[src/rtl/sort_mem_arbiter.sv]
// Round-robin arbiter sharing the sort RAM between host and engine, with atomic 4-cycle swaps.
// Latency: grant 1 cycle after a request is sampled in IDLE, read data 1 cycle after grant; swap_done 4 cycles after grant.
// Backpressure: a requester holds req until its gnt pulse; requests arriving while busy wait in place.
module sort_mem_arbiter #(
    parameter int WORD_SIZE = 16,
    parameter int ADDR_W    = 5
) (
    input  logic                 clk,
    input  logic                 reset_n,
    input  logic                 host_req,
    input  logic                 host_we,
    input  logic [ADDR_W-1:0]    host_addr,
    input  logic [WORD_SIZE-1:0] host_wdata,
    output logic                 host_gnt,
    output logic                 host_rvalid,
    output logic [WORD_SIZE-1:0] host_rdata,
    input  logic                 eng_req,
    input  logic                 eng_we,
    input  logic                 eng_swap,
    input  logic [ADDR_W-1:0]    eng_addr1,
    input  logic [ADDR_W-1:0]    eng_addr2,
    input  logic [WORD_SIZE-1:0] eng_wdata,
    output logic                 eng_gnt,
    output logic                 eng_rvalid,
    output logic [WORD_SIZE-1:0] eng_rdata,
    output logic                 eng_swap_done,
    output logic                 mem_en,
    output logic                 mem_we,
    output logic [ADDR_W-1:0]    mem_addr,
    output logic [WORD_SIZE-1:0] mem_wdata,
    input  logic [WORD_SIZE-1:0] mem_rdata
);

    typedef enum logic [2:0] {IDLE, ACCESS, SW_RD1, SW_RD2, SW_WR1, SW_WR2} state_t;

    state_t                 state;
    logic                   owner_eng;
    logic                   last_eng;
    logic                   cmd_we;
    logic [ADDR_W-1:0]      cmd_addr1;
    logic [ADDR_W-1:0]      cmd_addr2;
    logic [WORD_SIZE-1:0]   cmd_wdata;
    logic [WORD_SIZE-1:0]   d1;
    logic                   host_rv_q;
    logic                   eng_rv_q;
    logic                   swap_done_q;
    logic                   eng_wins;

    // Engine takes the slot when alone, or on a tie when the host was granted last.
    assign eng_wins = eng_req && (!host_req || !last_eng);

    always_ff @(posedge clk) begin
        if (!reset_n) begin
            state       <= IDLE;
            owner_eng   <= 1'b0;
            last_eng    <= 1'b0;
            cmd_we      <= 1'b0;
            cmd_addr1   <= '0;
            cmd_addr2   <= '0;
            cmd_wdata   <= '0;
            d1          <= '0;
            host_rv_q   <= 1'b0;
            eng_rv_q    <= 1'b0;
            swap_done_q <= 1'b0;
        end else begin
            host_rv_q   <= 1'b0;
            eng_rv_q    <= 1'b0;
            swap_done_q <= 1'b0;
            case (state)
                IDLE: begin
                    if (eng_wins) begin
                        owner_eng <= 1'b1;
                        last_eng  <= 1'b1;
                        cmd_we    <= eng_we & ~eng_swap;
                        cmd_addr1 <= eng_addr1;
                        cmd_addr2 <= eng_addr2;
                        cmd_wdata <= eng_wdata;
                        state     <= eng_swap ? SW_RD1 : ACCESS;
                    end else if (host_req) begin
                        owner_eng <= 1'b0;
                        last_eng  <= 1'b0;
                        cmd_we    <= host_we;
                        cmd_addr1 <= host_addr;
                        cmd_addr2 <= '0;
                        cmd_wdata <= host_wdata;
                        state     <= ACCESS;
                    end
                end
                ACCESS: begin
                    host_rv_q <= !cmd_we && !owner_eng;
                    eng_rv_q  <= !cmd_we && owner_eng;
                    state     <= IDLE;
                end
                SW_RD1: state <= SW_RD2;
                SW_RD2: begin
                    d1    <= mem_rdata;
                    state <= SW_WR1;
                end
                SW_WR1: state <= SW_WR2;
                SW_WR2: begin
                    swap_done_q <= 1'b1;
                    state       <= IDLE;
                end
                default: state <= IDLE;
            endcase
        end
    end

    // SW_WR1 writes the second element straight from the RAM read port (addr2 read in SW_RD2).
    always_comb begin
        mem_en    = 1'b0;
        mem_we    = 1'b0;
        mem_addr  = '0;
        mem_wdata = '0;
        case (state)
            ACCESS: begin
                mem_en    = 1'b1;
                mem_we    = cmd_we;
                mem_addr  = cmd_addr1;
                mem_wdata = cmd_we ? cmd_wdata : '0;
            end
            SW_RD1: begin
                mem_en   = 1'b1;
                mem_addr = cmd_addr1;
            end
            SW_RD2: begin
                mem_en   = 1'b1;
                mem_addr = cmd_addr2;
            end
            SW_WR1: begin
                mem_en    = 1'b1;
                mem_we    = 1'b1;
                mem_addr  = cmd_addr1;
                mem_wdata = mem_rdata;
            end
            SW_WR2: begin
                mem_en    = 1'b1;
                mem_we    = 1'b1;
                mem_addr  = cmd_addr2;
                mem_wdata = d1;
            end
            default: ;
        endcase
    end

    assign host_gnt      = (state == ACCESS) && !owner_eng;
    assign eng_gnt       = ((state == ACCESS) && owner_eng) || (state == SW_RD1);
    assign host_rvalid   = host_rv_q;
    assign eng_rvalid    = eng_rv_q;
    assign eng_swap_done = swap_done_q;
    assign host_rdata    = mem_rdata;
    assign eng_rdata     = mem_rdata;

endmodule
[config.mk]
export PLATFORM = sky130hd
export DESIGN_NAME = sort_mem_arbiter
export DESIGN_NICKNAME = d
export VERILOG_FILES = /design/src/rtl/sort_mem_arbiter.sv
export SDC_FILE = /design/constraint.sdc
export NUM_CORES = 1
export LEC_CHECK = 0
export CORE_AREA = 2 2 86 88
export CTS_CLUSTER_DIAMETER = 30
export CTS_CLUSTER_SIZE = 24
export DETAILED_ROUTE_END_ITERATION = 10
export DIE_AREA = 0 0 88 90
export PLACE_DENSITY = 0.78
export SLEW_MARGIN = 0
export SYNTH_ARGS = -nofsm -noshare
export SYNTH_HDL_FRONTEND = slang
export SYNTH_SLANG_ARGS = --single-unit
[constraint.sdc]
create_clock -name clk -period 2.7 [get_ports clk]
set_clock_uncertainty 0.2 [all_clocks]
set_input_delay 0.675 -clock clk [delete_from_list [all_inputs] [get_ports clk]]
set_output_delay 0.675 -clock clk [all_outputs]
set_load 0.02 [all_outputs]
==> results.json <==
{
  "most-common-layout-cells": "72 x clkdlybuf4s50_1, 48 x dfxtp_1, 47 x a21oi_1",
  "fin_crit_ns": 2.58,
  "relSlewSlack": 0.496,
  "drv_cap": 0,
  "synth_edf_count": 0,
  "port_buffers": 129,
  "die_y_um": 90,
  "rsz0062_at_grt": "no",
  "hold_viol": 0,
  "vias": 2785,
  "fin_area_um2": 4000,
  "syn-num-nets": 394,
  "gp_congestion": 0.810,
  "synthCells": 324,
  "firstDrtPassIters": 5,
  "syn_area_per_cell_um2": 8.46,
  "final_core_util": 0.570,
  "synth.distinct_cells": 34,
  "rr_endpoint": "cmd_wdata[4]",
  "synth-xor-area-share": 0.00319,
  "status": "completed",
  "path_cells": "nor3b_4, and2_1, buf_12, nand2b_1, dlygate4sd2_1",
  "worst_hold_path.num_cells": 2,
  "r2r_cells": 5,
  "ff2ff_setup_slack_ns": 0.82,
  "startpoint_type": "flip-flop",
  "layout_commonest_cell": "clkdlybuf4s50_1",
  "ys_dominant_reg_cell": "dfxtp_1",
  "first_iter_violations": 115,
  "start_util": 0.390,
  "vdd_ir_drop_max_mv": 0.229,
  "synth-seq-area-share": 0.365,
  "clk_pin_slew_ns": 0.09,
  "clkSinkCount": 50,
  "dieArea_um2": 7920,
  "placedCellCount": 512,
  "core_um2": 7020,
  "num_io_pins": 130,
  "hpwl_mm": 5.79,
  "grtUsageTotal": 0.207,
  "synth_top_family_by_area": "compound AO/OA/AOI/OAI gates",
  "wire_per_inst_um": 16.1,
  "slowest_delay_ns": 0.40,
  "power_density_nw_per_um2": 449,
  "ant_nets": 0,
  "crit_fanout": 17,
  "p_clk_frac": 0.228,
  "routed_via_density": 5.36,
  "slowest_stage": "dfxtp_1",
  "max_freq_mhz": 388,
  "grt_first_pass_wirelength_mm": 12.9,
  "drive_above_1_share": 0.121,
  "antenna_found_initial": 0,
  "pwr-share-seq": 0.469,
  "fin_ws_ns": 0.120,
  "clk_latency_ns": 0.29,
  "fin_nets": 491,
  "swShare": 0.308,
  "worstSetupEndpointType": "primary output",
  "cp_data_required_time_ns": 1.82,
  "yosys.area_share.simple": 0.159,
  "synthAdderAreaFrac": 0,
  "ys_async_sr_fraction": 0,
  "gr-total-overflow": 0,
  "cts_max_path_buffers": 2,
  "timing.rr.start": "state[2]",
  "worst_pin_slew_ns": 0.754,
  "hp-start": "d1[15]",
  "cts_root_buf": "clkbuf_8",
  "post-place-ws_ns": -0.226,
  "holdPathEnd": "d1[15]",
  "p_int_mw": 1.24,
  "area_growth_pct": 45.9,
  "cts_tree": "built",
  "die_w_um": 88,
  "syn_area_um2": 2740,
  "synth_seq_cells": 50,
  "crit_type": "reg -> out",
  "cts_setup_buffers": 0,
  "cts_made_buffers": 5,
  "synthMuxAreaShare": 0.0183,
  "routed_wl_mm": 8.38,
  "diodes": 0,
  "pwr-share-comb": 0.303,
  "leakage_nw": 1.62,
  "finalPower_mw": 1.80,
  "min_path_type": "reg -> reg",
  "grt_pass1_vias": 2638,
  "cts_max_level": 2,
  "setup_viol": 0,
  "grt_max_degree": 51,
  "period_share": 0.956,
  "std_cell_rows": 31,
  "crit_arrival_ns": 1.71,
  "place_area_um2": 4000,
  "slew_violations": 0,
  "final_cells": 520,
  "yosys_warnings": 0,
  "synth_compound_area_frac": 0.311,
  "power.switching_uw": 553,
  "drc": 0
}
-- synthesized netlist by cell type, drive strengths merged, types with 3 or more instances --
master	instances	area share
dfxtp	50	0.37
o21ai	10	0.018
buf	45	0.12
nand3	6	0.011
a221o	16	0.058
nand2	37	0.051
nand2b	5	0.011
a211oi	24	0.066
inv	3	0.0041
o32ai	21	0.067
and2	18	0.041
a21oi	47	0.086
mux2i	5	0.018
clkbuf	16	0.022
-- how the worst max path moves through the flow --
stage	start	end	slack [ns]	depth (start not counted)
CTS	state[0]	mem_wdata[5]	0.0006	5
finish	state[0]	mem_we	0.12	5
detailed placement	mem_rdata[9]	mem_wdata[9]	-0.23	3
global placement	mem_rdata[0]	mem_wdata[0]	-0.16	3
global route	state[0]	mem_we	0.01	5
floorplan	state[0]	mem_wdata[0]	0.45	5
-- routing by layer --
| layer | global-route usage | part of all wire | vias up |
|---|---|---|---|
| li1 | - | - | 1372 |
| met1 | 0.259 | 0.42 | 1282 |
| met2 | 0.352 | 0.48 | 116 |
| met3 | 0.0331 | 0.076 | 15 |
| met4 | 0.0795 | 0.023 | 0 |
| met5 | 0 | 0 | - |
-- critical path, delay by kind of cell (launching register included) --
kind	cells	cell delay, ns
flip-flops	1	0.40
AND/OR/NAND/NOR	3	0.50
buffers and inverters	2	0.51
-- power by group through the flow --
stage	logic (mW)	clock network [mW]	registers (mW)
floorplan	0.330	0	0.844
global placement	0.561	0	0.858
detailed placement	0.573	0	0.859
CTS	0.552	0.425	0.843
global route	0.587	0.454	0.850
finish	0.545	0.410	0.842
-- cells by family after synthesis --
kind of cell | Yosys count
AND/OR/NAND/NOR | 81
flip-flops | 50
AO/OA/AOI/OAI | 123
XOR/XNOR | 1
multiplexers | 5
buffers and inverters | 64
-- sequential cells by signal, summed over array words and instances (netlist names) --
name	count
cmd_addr1	5
cmd_addr2	5
cmd_wdata	16
cmd_we	1
d1	16
eng_rvalid	1
eng_swap_done	1
host_rvalid	1
last_eng	1
state	3
-- through the flow --
stage | hold slack, ns | TNS [ns]
floorplan | 0.231 | 0
global placement | 0.237 | -3.01
CTS | 0.255 | 0
finish | 0.255 | 0
global route | 0.271 | 0
detailed placement | 0.242 | -3.63
-- cell type report --
class                           count  area [um2]
Tap cell                           99         124
Multi-Input combinational cell    211        1370
Inverter                            3        11.3
Timing Repair Buffer              150        1420
Clock buffer                        7        76.3
Fill cell                         660        3020
Sequential cell                    50        1000
-- what timing repair did --
| action | in CTS | in global routing |
|---|---|---|
| cloned | 1 | 0 |
| gates resized for setup | 54 | 39 |
| endpoints found under the setup margin | 46 | 26 |
| hold buffers | 0 | 0 |
| hold endpoints to repair | 0 | 0 |
Power figures use the tool's default switching activity.
